--- config.mk ---
export PLATFORM = sky130hd
export DESIGN_NAME = hls_run_controller_flat
export DESIGN_NICKNAME = d
export VERILOG_FILES = /design/src/rtl/hls_run_pkg.sv /design/src/rtl/hls_run_controller_if.sv /design/src/rtl/hls_run_timer.sv /design/src/rtl/hls_run_controller.sv /design/src/flat_wrapper.sv
export SDC_FILE = /design/constraint.sdc
export NUM_CORES = 1
export LEC_CHECK = 0
export CAP_MARGIN = 5
export CORE_UTILIZATION = 45
export CTS_CLUSTER_DIAMETER = 200
export DETAILED_ROUTE_END_ITERATION = 7
export HOLD_SLACK_MARGIN = 0.05
export MAX_ROUTING_LAYER = met4
export PLACE_DENSITY = 0.74
export SKIP_LAST_GASP = 1
export SLEW_MARGIN = 20
export SYNTH_ARGS = -nofsm -noshare
export SYNTH_HDL_FRONTEND = slang
export SYNTH_HIERARCHICAL = 1
export SYNTH_SLANG_ARGS = --single-unit
--- constraint.sdc ---
create_clock -name clock -period 5.2 [get_ports clock]
set_clock_uncertainty 0.2 [all_clocks]
set_input_delay 0.78 -clock clock [delete_from_list [all_inputs] [get_ports clock]]
set_output_delay 0.78 -clock clock [all_outputs]
set_load 0.05 [all_outputs]
--- src/rtl/hls_run_pkg.sv ---
// Shared types for the HLS run controller: FSM states, per-run record layout
// and the run-index width.
package hls_run_pkg;

    localparam int unsigned RUN_IDX_W = 16;

    typedef enum logic [2:0] {
        ST_IDLE,
        ST_FETCH,
        ST_DUT_RST,
        ST_START,
        ST_WAIT,
        ST_REPORT,
        ST_DONE
    } run_state_t;

    typedef struct packed {
        logic [RUN_IDX_W-1:0] idx;
        logic                 timeout;
        logic                 pass;
    } run_rec_t;

endpackage

--- src/rtl/hls_run_controller_if.sv ---
// Expected-vector fetch and per-run record handshakes of the HLS run controller.
// master = controller side, slave = vector source / record sink.
interface hls_run_controller_if #(
    parameter int unsigned RES_W = 32,
    parameter int unsigned CNT_W = 32
);
    import hls_run_pkg::*;

    logic                 vec_valid;
    logic                 vec_ready;
    logic                 vec_eof;
    logic [RES_W-1:0]     vec_exp;

    logic                 rec_valid;
    logic                 rec_ready;
    logic [RUN_IDX_W-1:0] rec_idx;
    logic [CNT_W-1:0]     rec_cycles;
    logic                 rec_pass;
    logic                 rec_cmp;
    logic                 rec_timeout;

    modport master (
        input  vec_valid, vec_eof, vec_exp, rec_ready,
        output vec_ready, rec_valid, rec_idx, rec_cycles, rec_pass, rec_cmp, rec_timeout
    );

    modport slave (
        output vec_valid, vec_eof, vec_exp, rec_ready,
        input  vec_ready, rec_valid, rec_idx, rec_cycles, rec_pass, rec_cmp, rec_timeout
    );

endinterface

--- src/rtl/hls_run_timer.sv ---
// Saturating per-run cycle counter with watchdog. `count` is the value of the
// current cycle (1 in the load cycle), so the cycle that sees done is included.
module hls_run_timer #(
    parameter int unsigned CNT_W          = 32,
    parameter int unsigned TIMEOUT_CYCLES = 200000000
) (
    input  logic             clock,
    input  logic             reset,
    input  logic             load,
    input  logic             enable,
    output logic [CNT_W-1:0] count,
    output logic             expired
);

    localparam logic [CNT_W-1:0] LIMIT = CNT_W'(TIMEOUT_CYCLES);

    logic [CNT_W-1:0] cnt_q;

    always_comb begin
        if (load)
            count = CNT_W'(1);
        else if (cnt_q == '1)
            count = cnt_q;
        else
            count = cnt_q + CNT_W'(1);
    end

    assign expired = (count >= LIMIT);

    always_ff @(posedge clock or posedge reset) begin
        if (reset)
            cnt_q <= '0;
        else if (load || enable)
            cnt_q <= count;
    end

endmodule

--- src/rtl/hls_run_controller.sv ---
// Session controller: fetch expected value, reset/start the DUT, time it, report a record.
// Optional result comparison is built when HLS_RUN_CMP_EN is defined.
module hls_run_controller
    import hls_run_pkg::*;
#(
    parameter int unsigned NUM_RUNS       = 4,
    parameter int unsigned RES_W          = 32,
    parameter int unsigned CNT_W          = 32,
    parameter int unsigned TIMEOUT_CYCLES = 200000000
) (
    input  logic                 clock,
    input  logic                 reset,
    input  logic                 go,
    hls_run_controller_if.master bus,
    output logic                 dut_reset_n,
    output logic                 dut_start_port,
    input  logic                 dut_done_port,
    input  logic [RES_W-1:0]     dut_result,
    output logic                 busy,
    output logic                 session_done
);

    localparam int unsigned        IW1        = RUN_IDX_W + 1;
    localparam logic [RUN_IDX_W:0] RUNS_LIMIT = IW1'(NUM_RUNS);

    run_state_t         state_q, state_d;
    run_rec_t           rec_q;
    logic [CNT_W-1:0]   cycles_q;
    logic               rst_phase_q;
    logic               dut_rst_n_q;
    logic [CNT_W-1:0]   count;
    logic               expired;
    logic               timer_load, timer_en;
    logic               run_hit, run_tmo, rec_accept, advance;
    logic               result_match;
    logic [RUN_IDX_W:0] idx_next;

    hls_run_timer #(
        .CNT_W          (CNT_W),
        .TIMEOUT_CYCLES (TIMEOUT_CYCLES)
    ) u_timer (
        .clock   (clock),
        .reset   (reset),
        .load    (timer_load),
        .enable  (timer_en),
        .count   (count),
        .expired (expired)
    );

    assign idx_next = {1'b0, rec_q.idx} + IW1'(1);
    assign advance  = (idx_next < RUNS_LIMIT) && !rec_q.timeout;

    always_ff @(posedge clock or posedge reset) begin
        if (reset)
            state_q <= ST_IDLE;
        else
            state_q <= state_d;
    end

    always_comb begin
        state_d    = state_q;
        timer_load = 1'b0;
        timer_en   = 1'b0;
        run_hit    = 1'b0;
        run_tmo    = 1'b0;
        rec_accept = 1'b0;
        case (state_q)
            ST_IDLE:    if (go) state_d = ST_FETCH;
            ST_FETCH: begin
                if (bus.vec_eof)
                    state_d = ST_DONE;
                else if (bus.vec_valid)
                    state_d = ST_DUT_RST;
            end
            ST_DUT_RST: if (rst_phase_q) state_d = ST_START;
            ST_START, ST_WAIT: begin
                timer_load = (state_q == ST_START);
                timer_en   = (state_q == ST_WAIT);
                // done in the limit cycle still counts as a normal completion
                if (dut_done_port) begin
                    run_hit = 1'b1;
                    state_d = ST_REPORT;
                end else if (expired) begin
                    run_tmo = 1'b1;
                    state_d = ST_REPORT;
                end else begin
                    state_d = ST_WAIT;
                end
            end
            ST_REPORT: begin
                if (bus.rec_ready) begin
                    rec_accept = 1'b1;
                    state_d    = advance ? ST_FETCH : ST_DONE;
                end
            end
            ST_DONE:    state_d = ST_IDLE;
            default:    state_d = ST_IDLE;
        endcase
    end

    always_ff @(posedge clock or posedge reset) begin
        if (reset) begin
            rec_q       <= '0;
            cycles_q    <= '0;
            rst_phase_q <= 1'b0;
            dut_rst_n_q <= 1'b0;
        end else begin
            dut_rst_n_q <= (state_d != ST_DUT_RST);
            if (state_q == ST_IDLE && go)
                rec_q.idx <= '0;
            if (state_q == ST_FETCH)
                rst_phase_q <= 1'b0;
            else if (state_q == ST_DUT_RST)
                rst_phase_q <= 1'b1;
            if (run_hit || run_tmo) begin
                cycles_q      <= count;
                rec_q.timeout <= run_tmo;
                rec_q.pass    <= run_hit && result_match;
            end
            if (rec_accept && advance)
                rec_q.idx <= idx_next[RUN_IDX_W-1:0];
        end
    end

`ifdef HLS_RUN_CMP_EN
    logic [RES_W-1:0] exp_q;

    always_ff @(posedge clock or posedge reset) begin
        if (reset)
            exp_q <= '0;
        else if (state_q == ST_FETCH && !bus.vec_eof && bus.vec_valid)
            exp_q <= bus.vec_exp;
    end

    assign result_match = (dut_result == exp_q);
    assign bus.rec_cmp  = 1'b1;
`else
    logic unused_cmp_inputs;

    assign unused_cmp_inputs = ^{bus.vec_exp, dut_result};
    assign result_match      = 1'b0;
    assign bus.rec_cmp       = 1'b0;
`endif

    assign bus.vec_ready   = (state_q == ST_FETCH);
    assign bus.rec_valid   = (state_q == ST_REPORT);
    assign bus.rec_idx     = rec_q.idx;
    assign bus.rec_cycles  = cycles_q;
    assign bus.rec_pass    = rec_q.pass;
    assign bus.rec_timeout = rec_q.timeout;
    assign dut_reset_n     = dut_rst_n_q;
    assign dut_start_port  = (state_q == ST_START);
    assign busy            = (state_q != ST_IDLE);
    assign session_done    = (state_q == ST_DONE);

endmodule

--- src/flat_wrapper.sv ---
// flat-port wrapper written by rule: the top's interface ports become plain ports
module hls_run_controller_flat import hls_run_pkg::*;
#(
    parameter int unsigned NUM_RUNS       = 4,
    parameter int unsigned RES_W          = 32,
    parameter int unsigned CNT_W          = 32,
    parameter int unsigned TIMEOUT_CYCLES = 200000000
)
  (clock, reset, go, dut_reset_n, dut_start_port, dut_done_port, dut_result, busy, session_done, bus_vec_valid, bus_vec_eof, bus_vec_exp, bus_rec_ready, bus_vec_ready, bus_rec_valid, bus_rec_idx, bus_rec_cycles, bus_rec_pass, bus_rec_cmp, bus_rec_timeout);
  hls_run_controller_if #(.RES_W(RES_W), .CNT_W(CNT_W)) bus_i ();
  input  logic clock;
  input  logic reset;
  input  logic go;
  output logic dut_reset_n;
  output logic dut_start_port;
  input  logic dut_done_port;
  input  logic [RES_W-1:0] dut_result;
  output logic busy;
  output logic session_done;
  input wire logic [$bits(bus_i.vec_valid)-1:0] bus_vec_valid;
  input wire logic [$bits(bus_i.vec_eof)-1:0] bus_vec_eof;
  input wire logic [$bits(bus_i.vec_exp)-1:0] bus_vec_exp;
  input wire logic [$bits(bus_i.rec_ready)-1:0] bus_rec_ready;
  output wire logic [$bits(bus_i.vec_ready)-1:0] bus_vec_ready;
  output wire logic [$bits(bus_i.rec_valid)-1:0] bus_rec_valid;
  output wire logic [$bits(bus_i.rec_idx)-1:0] bus_rec_idx;
  output wire logic [$bits(bus_i.rec_cycles)-1:0] bus_rec_cycles;
  output wire logic [$bits(bus_i.rec_pass)-1:0] bus_rec_pass;
  output wire logic [$bits(bus_i.rec_cmp)-1:0] bus_rec_cmp;
  output wire logic [$bits(bus_i.rec_timeout)-1:0] bus_rec_timeout;
  assign bus_i.vec_valid = bus_vec_valid;
  assign bus_i.vec_eof = bus_vec_eof;
  assign bus_i.vec_exp = bus_vec_exp;
  assign bus_i.rec_ready = bus_rec_ready;
  assign bus_vec_ready = bus_i.vec_ready;
  assign bus_rec_valid = bus_i.rec_valid;
  assign bus_rec_idx = bus_i.rec_idx;
  assign bus_rec_cycles = bus_i.rec_cycles;
  assign bus_rec_pass = bus_i.rec_pass;
  assign bus_rec_cmp = bus_i.rec_cmp;
  assign bus_rec_timeout = bus_i.rec_timeout;
  hls_run_controller #(.NUM_RUNS(NUM_RUNS), .RES_W(RES_W), .CNT_W(CNT_W), .TIMEOUT_CYCLES(TIMEOUT_CYCLES)) u_core (.clock(clock), .reset(reset), .go(go), .bus(bus_i), .dut_reset_n(dut_reset_n), .dut_start_port(dut_start_port), .dut_done_port(dut_done_port), .dut_result(dut_result), .busy(busy), .session_done(session_done));
endmodule
==> reports/qor.yml, run 1 <==
worst_hold_path:
  hold_path_class: "flop to flop"
clock_tree:
  post-cts-setup-buffers: 0
  cts-buffers-inserted: 9
  cts-resized-gates: 0
  worstSkewPairLatency_ns: 0.36
  htreeDepth: 3
  tritoncts: "built"
  cts_hold_buf: 0
  clk_pin_slew_ns: 0.09
  cts.sink_count: 86
  cts_root_buf: "clkbuf_8"
  clock_path_buffers: 2
global_route:
  antenna_found_initial: 0
  grt_usage_pct: 21.6
  overflow: 0
  grt_pass1_vias: 3752
  grt_max_degree: 55
  grt_pass1_wl_um: 19000
sta:
  hold_viol: 0
  fmax_ghz: 0.222
  worst_slack_ns: 0.705
  finalSetupViolations: 0
  rsz0062_at_grt: "no"
  fin_crit_sh_pct: 86.4
  tightest_slew_ns: 0.920
  relSlewSlack_pct: 38.6
  finalMaxSlewViolations: 0
  period_minus_slack_ns: 4.49
  tns_ns: 0
route:
  dr.pass1.iters: 5
  routed_wl_um: 11400
  drt_iter0_drc: 264
  avgRoutedWirePerCell_um: 16.1
  num_vias: 3989
  vias_per_cell: 5.64
  drc: 0
  ant_nets: 0
synth:
  yosys_warnings: 6
  synth-edff-count: 0
  async_reset_ff_share_pct: 100
  syn_inst: 519
  ys_ff_latch: 86
  netlist_area_mm2: 0.00505
  avgSynthCellArea_um2: 9.73
  synth_ff_type: "dfrtp_1"
  seq_area_frac_synth_pct: 42.6
  synth_cell_types: 66
floorplanning:
  io_pins: 128
  die-area_mm2: 0.0116
  core_area_mm2: 0.0109
  die_y_um: 108
  initial_core_util_pct: 46.4
  die_x_um: 108
  placementRows: 38
power_and_ir_drop:
  p_leak_uw: 0.00249
  pwr-share-clk_pct: 23.0
  powerDensity_mw_per_mm2: 317
  power.net_switching_uw: 746
  power_frac_seq_pct: 43.1
  p_int_uw: 1120
  max-vdd-ir-drop_uv: 313
  comb_power_share_pct: 33.9
  switching_share_pct: 40.0
placement:
  dp_hpwl_um: 8200
  port_buffers: 61
  preCtsSetupSlack_ns: 0.696
  gp_routability_congestion: 0.947
critical_path:
  cp_max_fo: 21
  worstSetupPathType: "flop to flop"
  worstSetupEndpointType: "flop"
  critPathLaunchType: "flop"
  worstPathRequired_ns: 5.25
  worst_ep_arrival_time_ns: 4.55
flow_run:
  max-cap-violations: 0
finish:
  final_cell_mix: "dfrtp_1, clkdlybuf4s50_1, nor2_1, nand2_1, mux2_2"
  layout-drive-gt1-share_pct: 15.3
  final_nets: 635
  antenna_cells: 0
  mostFrequentLayoutCell: "dfrtp_1"
  area_growth_syn_to_layout_pct: 16.5
  nFillCells: 993
outcome:
  run_status: "complete, no violations"
## path summary, 6_finish.rpt
check                                                     start                              endpoint  slack (ns)  cells after the start
setup / recovery            u_core/u_timer/cnt_q[9]$_DFFE_PP0P_           u_core/state_q[0]$_DFF_PP0_        0.71                     13
max in group asynchronous                                 reset     u_core/bus.rec_idx[1]$_DFFE_PP0P_        3.50                      2
min in group asynchronous                                 reset  u_core/u_timer/cnt_q[11]$_DFFE_PP0P_        0.69                      3
setup reg to reg            u_core/u_timer/cnt_q[9]$_DFFE_PP0P_           u_core/state_q[0]$_DFF_PP0_        0.71                     13
hold reg to reg            u_core/bus.rec_cycles[8]$_DFFE_PP0P_  u_core/bus.rec_cycles[8]$_DFFE_PP0P_        0.31                      1
hold / removal             u_core/bus.rec_cycles[8]$_DFFE_PP0P_  u_core/bus.rec_cycles[8]$_DFFE_PP0P_        0.31                      1
## routing by layer
layer  GRT usage (%)  routed length [µm]
met5               -                   0
met2            32.8                5500
met3            3.75                 345
met1            30.0                5470
met4            4.99                  91
## through the flow
stage          hold WS [ns]  cell area [µm²]  utilization (%)  std cells  power [µW]
4_1_cts               0.316             5880             54.0        707        1880
2_1_floorplan         0.254             5050                -        520        1280
3_3_place_gp          0.280             5710             52.4        691        1430
5_1_grt               0.341             5880             54.0        707        1970
3_5_place_dp          0.295             5710             52.4        691        1450
6_report              0.313             5880             54.0        707        1870
## critical path: stages (launching register included)
cell	delay, ns
dfrtp_1	0.52
nand4_1	0.25
or4_4	0.54
a211o_4	0.35
nor4_1	0.35
xnor2_1	0.19
nor2_2	0.05
or4_1	0.55
a211o_1	0.27
o21a_1	0.36
buf_4	0.32
nor2_1	0.18
nand2_1	0.07
a21o_1	0.15
## cells by family (layout without fill, tap and decap cells)
family	Yosys count	after routing	share of synthesized area [%]
other	1	2	0.0743
multiplexers	39	39	8.62
XOR/XNOR	50	50	8.67
flip-flops	86	86	42.6
AO/OA/AOI/OAI	71	71	9.62
adder cells (fa/ha/maj)	2	2	0.496
AND/OR/NAND/NOR	224	224	25.6
buffers and inverters	46	93	4.26
## power groups by stage
stage	clock network (µW)	registers (µW)	logic [µW]
6_report	429	805	632
3_3_place_gp	0	811	619
4_1_cts	444	804	635
3_5_place_dp	0	817	631
2_1_floorplan	0	868	410
5_1_grt	469	816	688
## registers in the layout (all words and copies together), names as in the netlist
signal                  cells
u_core/bus.rec_cycles      32
u_core/u_timer/cnt_q       32
u_core/bus.rec_idx         16
u_core/state_q              3
u_core/bus.rec_timeout      1
u_core/dut_reset_n          1
u_core/rst_phase_q          1
## layout make-up
cell class	instances	area, µm²	share of cell area, %
Tap cell	140	175	2.98
Sequential cell	86	2150	36.6
Timing Repair Buffer	66	648	11.0
Inverter	11	42.5	0.723
Multi-Input combinational cell	388	2690	45.8
Clock inverter	6	45.0	0.766
Clock buffer	10	128	2.17
## cells in the mapped netlist (2+ instances only)
cell type,number,area (µm²)
a311oi_1,5,43.8
ha_1,2,25.0
nor2b_1,2,12.5
nor2_2,3,18.8
nand3_1,21,105
o21a_1,3,22.5
nand4_2,3,37.5
and3b_1,2,17.5
or3_1,11,68.8
and2_1,4,25.0
buf_2,13,65.1
inv_1,10,37.5
nor2_1,56,210
nor4_1,6,37.5
nor3_2,3,30.0
xnor2_1,31,272
clkbuf_1,15,56.3
buf_4,2,15.0
and3_1,8,50.1
mux2i_1,3,30.0
dfrtp_1,86,2150
nor3_1,14,70.1
xor2_1,19,166
mux2_2,36,405
a31oi_1,4,25.0
nand2_1,37,139
a21oi_1,18,90.1
nor3b_1,5,37.5
a211oi_1,3,22.5
o21ai_1,3,15.0
a21o_1,2,15.0
and4_1,10,87.6
nand4_1,16,100
or4_1,2,15.0
o21ai_0,16,80.1
a41o_1,2,20.0
nand2b_1,2,12.5
nor3b_2,9,113
o31ai_1,2,15.0
nand3b_1,2,15.0
buf_1,3,11.3
Power figures use the tool's default switching activity.
==> run 2, diff against run 1 <==
- SLEW_MARGIN: 20 -> 10
==> results of run 2 <==
Same layout as run 1: the final DEF is identical, and so are final timing and power.
==> run 3, diff against run 2 <==
- CORE_ASPECT_RATIO: default -> 1.5
- CTS_CLUSTER_DIAMETER: 200 -> 100
==> reports/qor.yml, run 3 (synthesis results as in run 1) <==
placement:
  port_buffers: 61  # unchanged
  dp_hpwl_um: 8300  # was 8200 µm
  preCtsSetupSlack_ns: 0.676  # was 0.696 ns
  gp_routability_congestion: 0.843  # was 0.947
route:
  routed_wl_um: 11600  # was 11400 µm
  dr.pass1.iters: 5  # unchanged
  drt_iter0_drc: 221  # was 264
  num_vias: 4013  # was 3989
  avgRoutedWirePerCell_um: 16.3  # was 16.1 µm
  drc: 0  # unchanged
  ant_nets: 0  # unchanged
  vias_per_cell: 5.64  # about the same
critical_path:
  worstSetupEndpointType: "flop"  # unchanged
  worstSetupPathType: "flop to flop"  # unchanged
  worst_ep_arrival_time_ns: 4.64  # was 4.55 ns
  critical_path.startpoint: "u_core/u_timer/cnt_q[9]$_DFFE_PP0P_"  # unchanged
  critPathLaunchType: "flop"  # unchanged
  r2r-start: "u_core/u_timer/cnt_q[9]$_DFFE_PP0P_"  # unchanged
  cp_max_fo: 22  # was 21
  worstPathRequired_ns: 5.23  # was 5.25 ns
power_and_ir_drop:
  power_frac_seq_pct: 38.2  # was 43.1%
  comb_power_share_pct: 29.9  # was 33.9%
  p_int_uw: 1370  # was 1120 µW
  switching_share_pct: 34.9  # was 40.0%
  power.net_switching_uw: 735  # was 746 µW
  powerDensity_mw_per_mm2: 350  # was 317 mW/mm²
  p_leak_uw: 0.00256  # was 0.00249 µW
  max-vdd-ir-drop_uv: 208  # was 313 µV
  pwr-share-clk_pct: 32.0  # was 23.0%
finish:
  mostFrequentLayoutCell: "dfrtp_1"  # unchanged
  area_growth_syn_to_layout_pct: 19.4  # was 16.5%
  final_cell_mix: "dfrtp_1, clkdlybuf4s50_1, nor2_1, nand2_1, mux2_2"  # unchanged
  seq_area_mm2: 0.00215  # unchanged
  layout-drive-gt1-share_pct: 15.2  # was 15.3%
  antenna_cells: 0  # unchanged
  final_nets: 635  # unchanged
  multiInputGateArea_mm2: 0.00269  # unchanged
  nFillCells: 986  # was 993
floorplanning:
  die_y_um: 132  # was 108 µm
  io_pins: 128  # unchanged
  placementRows: 47  # was 38
  initial_core_util_pct: 45.9  # was 46.4%
  die_x_um: 88.5  # was 108 µm
  core_area_mm2: 0.0110  # was 0.0109 mm²
  die-area_mm2: 0.0117  # was 0.0116 mm²
clock_tree:
  cts_root_buf: "clkbuf_16"  # was clkbuf_8
  clk_pin_slew_ns: 0.06  # was 0.09 ns
  worstSkewPairLatency_ns: 0.33  # was 0.36 ns
  cts.sink_count: 86  # unchanged
  clock_path_buffers: 2  # unchanged
  tritoncts: "built"  # unchanged
  htreeDepth: 3  # unchanged
  cts-buffers-inserted: 9  # unchanged
  cts_hold_buf: 0  # unchanged
  post-cts-setup-buffers: 0  # unchanged
  cts-resized-gates: 0  # unchanged
worst_hold_path:
  hold_path_class: "flop to flop"  # unchanged
  hold_start: "u_core/bus.rec_cycles[27]$_DFFE_PP0P_"  # was u_core/bus.rec_cycles[8]$_DFFE_PP0P_
sta:
  tns_ns: 0  # unchanged
  tightest_slew_ns: 0.919  # was 0.920 ns
  finalSetupViolations: 0  # unchanged
  finalMaxSlewViolations: 0  # unchanged
  relSlewSlack_pct: 38.7  # was 38.6%
  rsz0062_at_grt: "no"  # unchanged
  worst_slack_ns: 0.590  # was 0.705 ns
  period_minus_slack_ns: 4.61  # was 4.49 ns
  fin_crit_sh_pct: 88.6  # was 86.4%
  fmax_ghz: 0.217  # was 0.222 GHz
  hold_viol: 0  # unchanged
global_route:
  grt_pass1_wl_um: 19200  # was 19000 µm
  overflow: 0  # unchanged
  grt_pass1_vias: 4084  # was 3752
  grt_usage_pct: 21.8  # was 21.6%
  antenna_found_initial: 0  # unchanged
  grt_max_degree: 55  # unchanged
flow_run:
  max-cap-violations: 0  # unchanged
outcome:
  run_status: "complete, no violations"  # unchanged
[run 3: power by group through the flow]
stage	clock, µW	combinational (µW)	sequential (µW)
2_1_floorplan	0	410	868
3_3_place_gp	0	619	811
3_5_place_dp	0	632	816
4_1_cts	691	638	804
5_1_grt	719	679	813
6_report	674	630	804
[run 3: final cells by class]
type,instances,share of cell area (%)
inverters,11,0.706
well taps,147,3.05
clock buffers,10,3.96
flip-flops and latches,86,35.7
clock inverters,4,1.20
multi-input cells,388,44.6
repair buffers,66,10.7
[run 3: layer usage]
metal  routed length (µm)  vias to the layer above  track usage, %
li1                     -                     1926               -
met1                 4400                     1954            22.8
met2                 6380                      111            38.2
met3                  586                       22            5.21
met4                  203                        0            8.69
met5                    0                        -               -
[run 3: stage by stage]
step	total power, µW	hold WS, ns	utilization (%)	cell area (µm²)	instances
floorplan	1280	0.254	-	5050	520
global placement	1430	0.282	52.0	5720	698
detailed placement	1450	0.289	52.0	5720	698
CTS	2130	0.301	54.8	6030	712
global route	2210	0.324	54.8	6030	712
finish	2110	0.306	54.8	6030	712
[run 3: worst paths after layout]
kind                                                         end  cells after the start  slack, ns
setup / recovery                     u_core/state_q[0]$_DFF_PP0_                     13       0.59
setup reg to reg                     u_core/state_q[0]$_DFF_PP0_                     13       0.59
min in group asynchronous   u_core/u_timer/cnt_q[27]$_DFFE_PP0P_                      3       0.70
hold / removal             u_core/bus.rec_cycles[27]$_DFFE_PP0P_                      1       0.31
max in group asynchronous  u_core/bus.rec_cycles[17]$_DFFE_PP0P_                      2       3.48
hold reg to reg            u_core/bus.rec_cycles[27]$_DFFE_PP0P_                      1       0.31
[run 3: critical path: stages (launching register included)]
cell and delay [ns]:
dfrtp_1 0.54, nand4_1 0.29, or4_4 0.57, a211o_4 0.36
nor4_1 0.38, xnor2_1 0.18, nor2_2 0.06, or4_1 0.56
a211o_1 0.27, o21a_1 0.35, buf_4 0.31, nor2_1 0.18
nand2_1 0.07, a21o_1 0.15
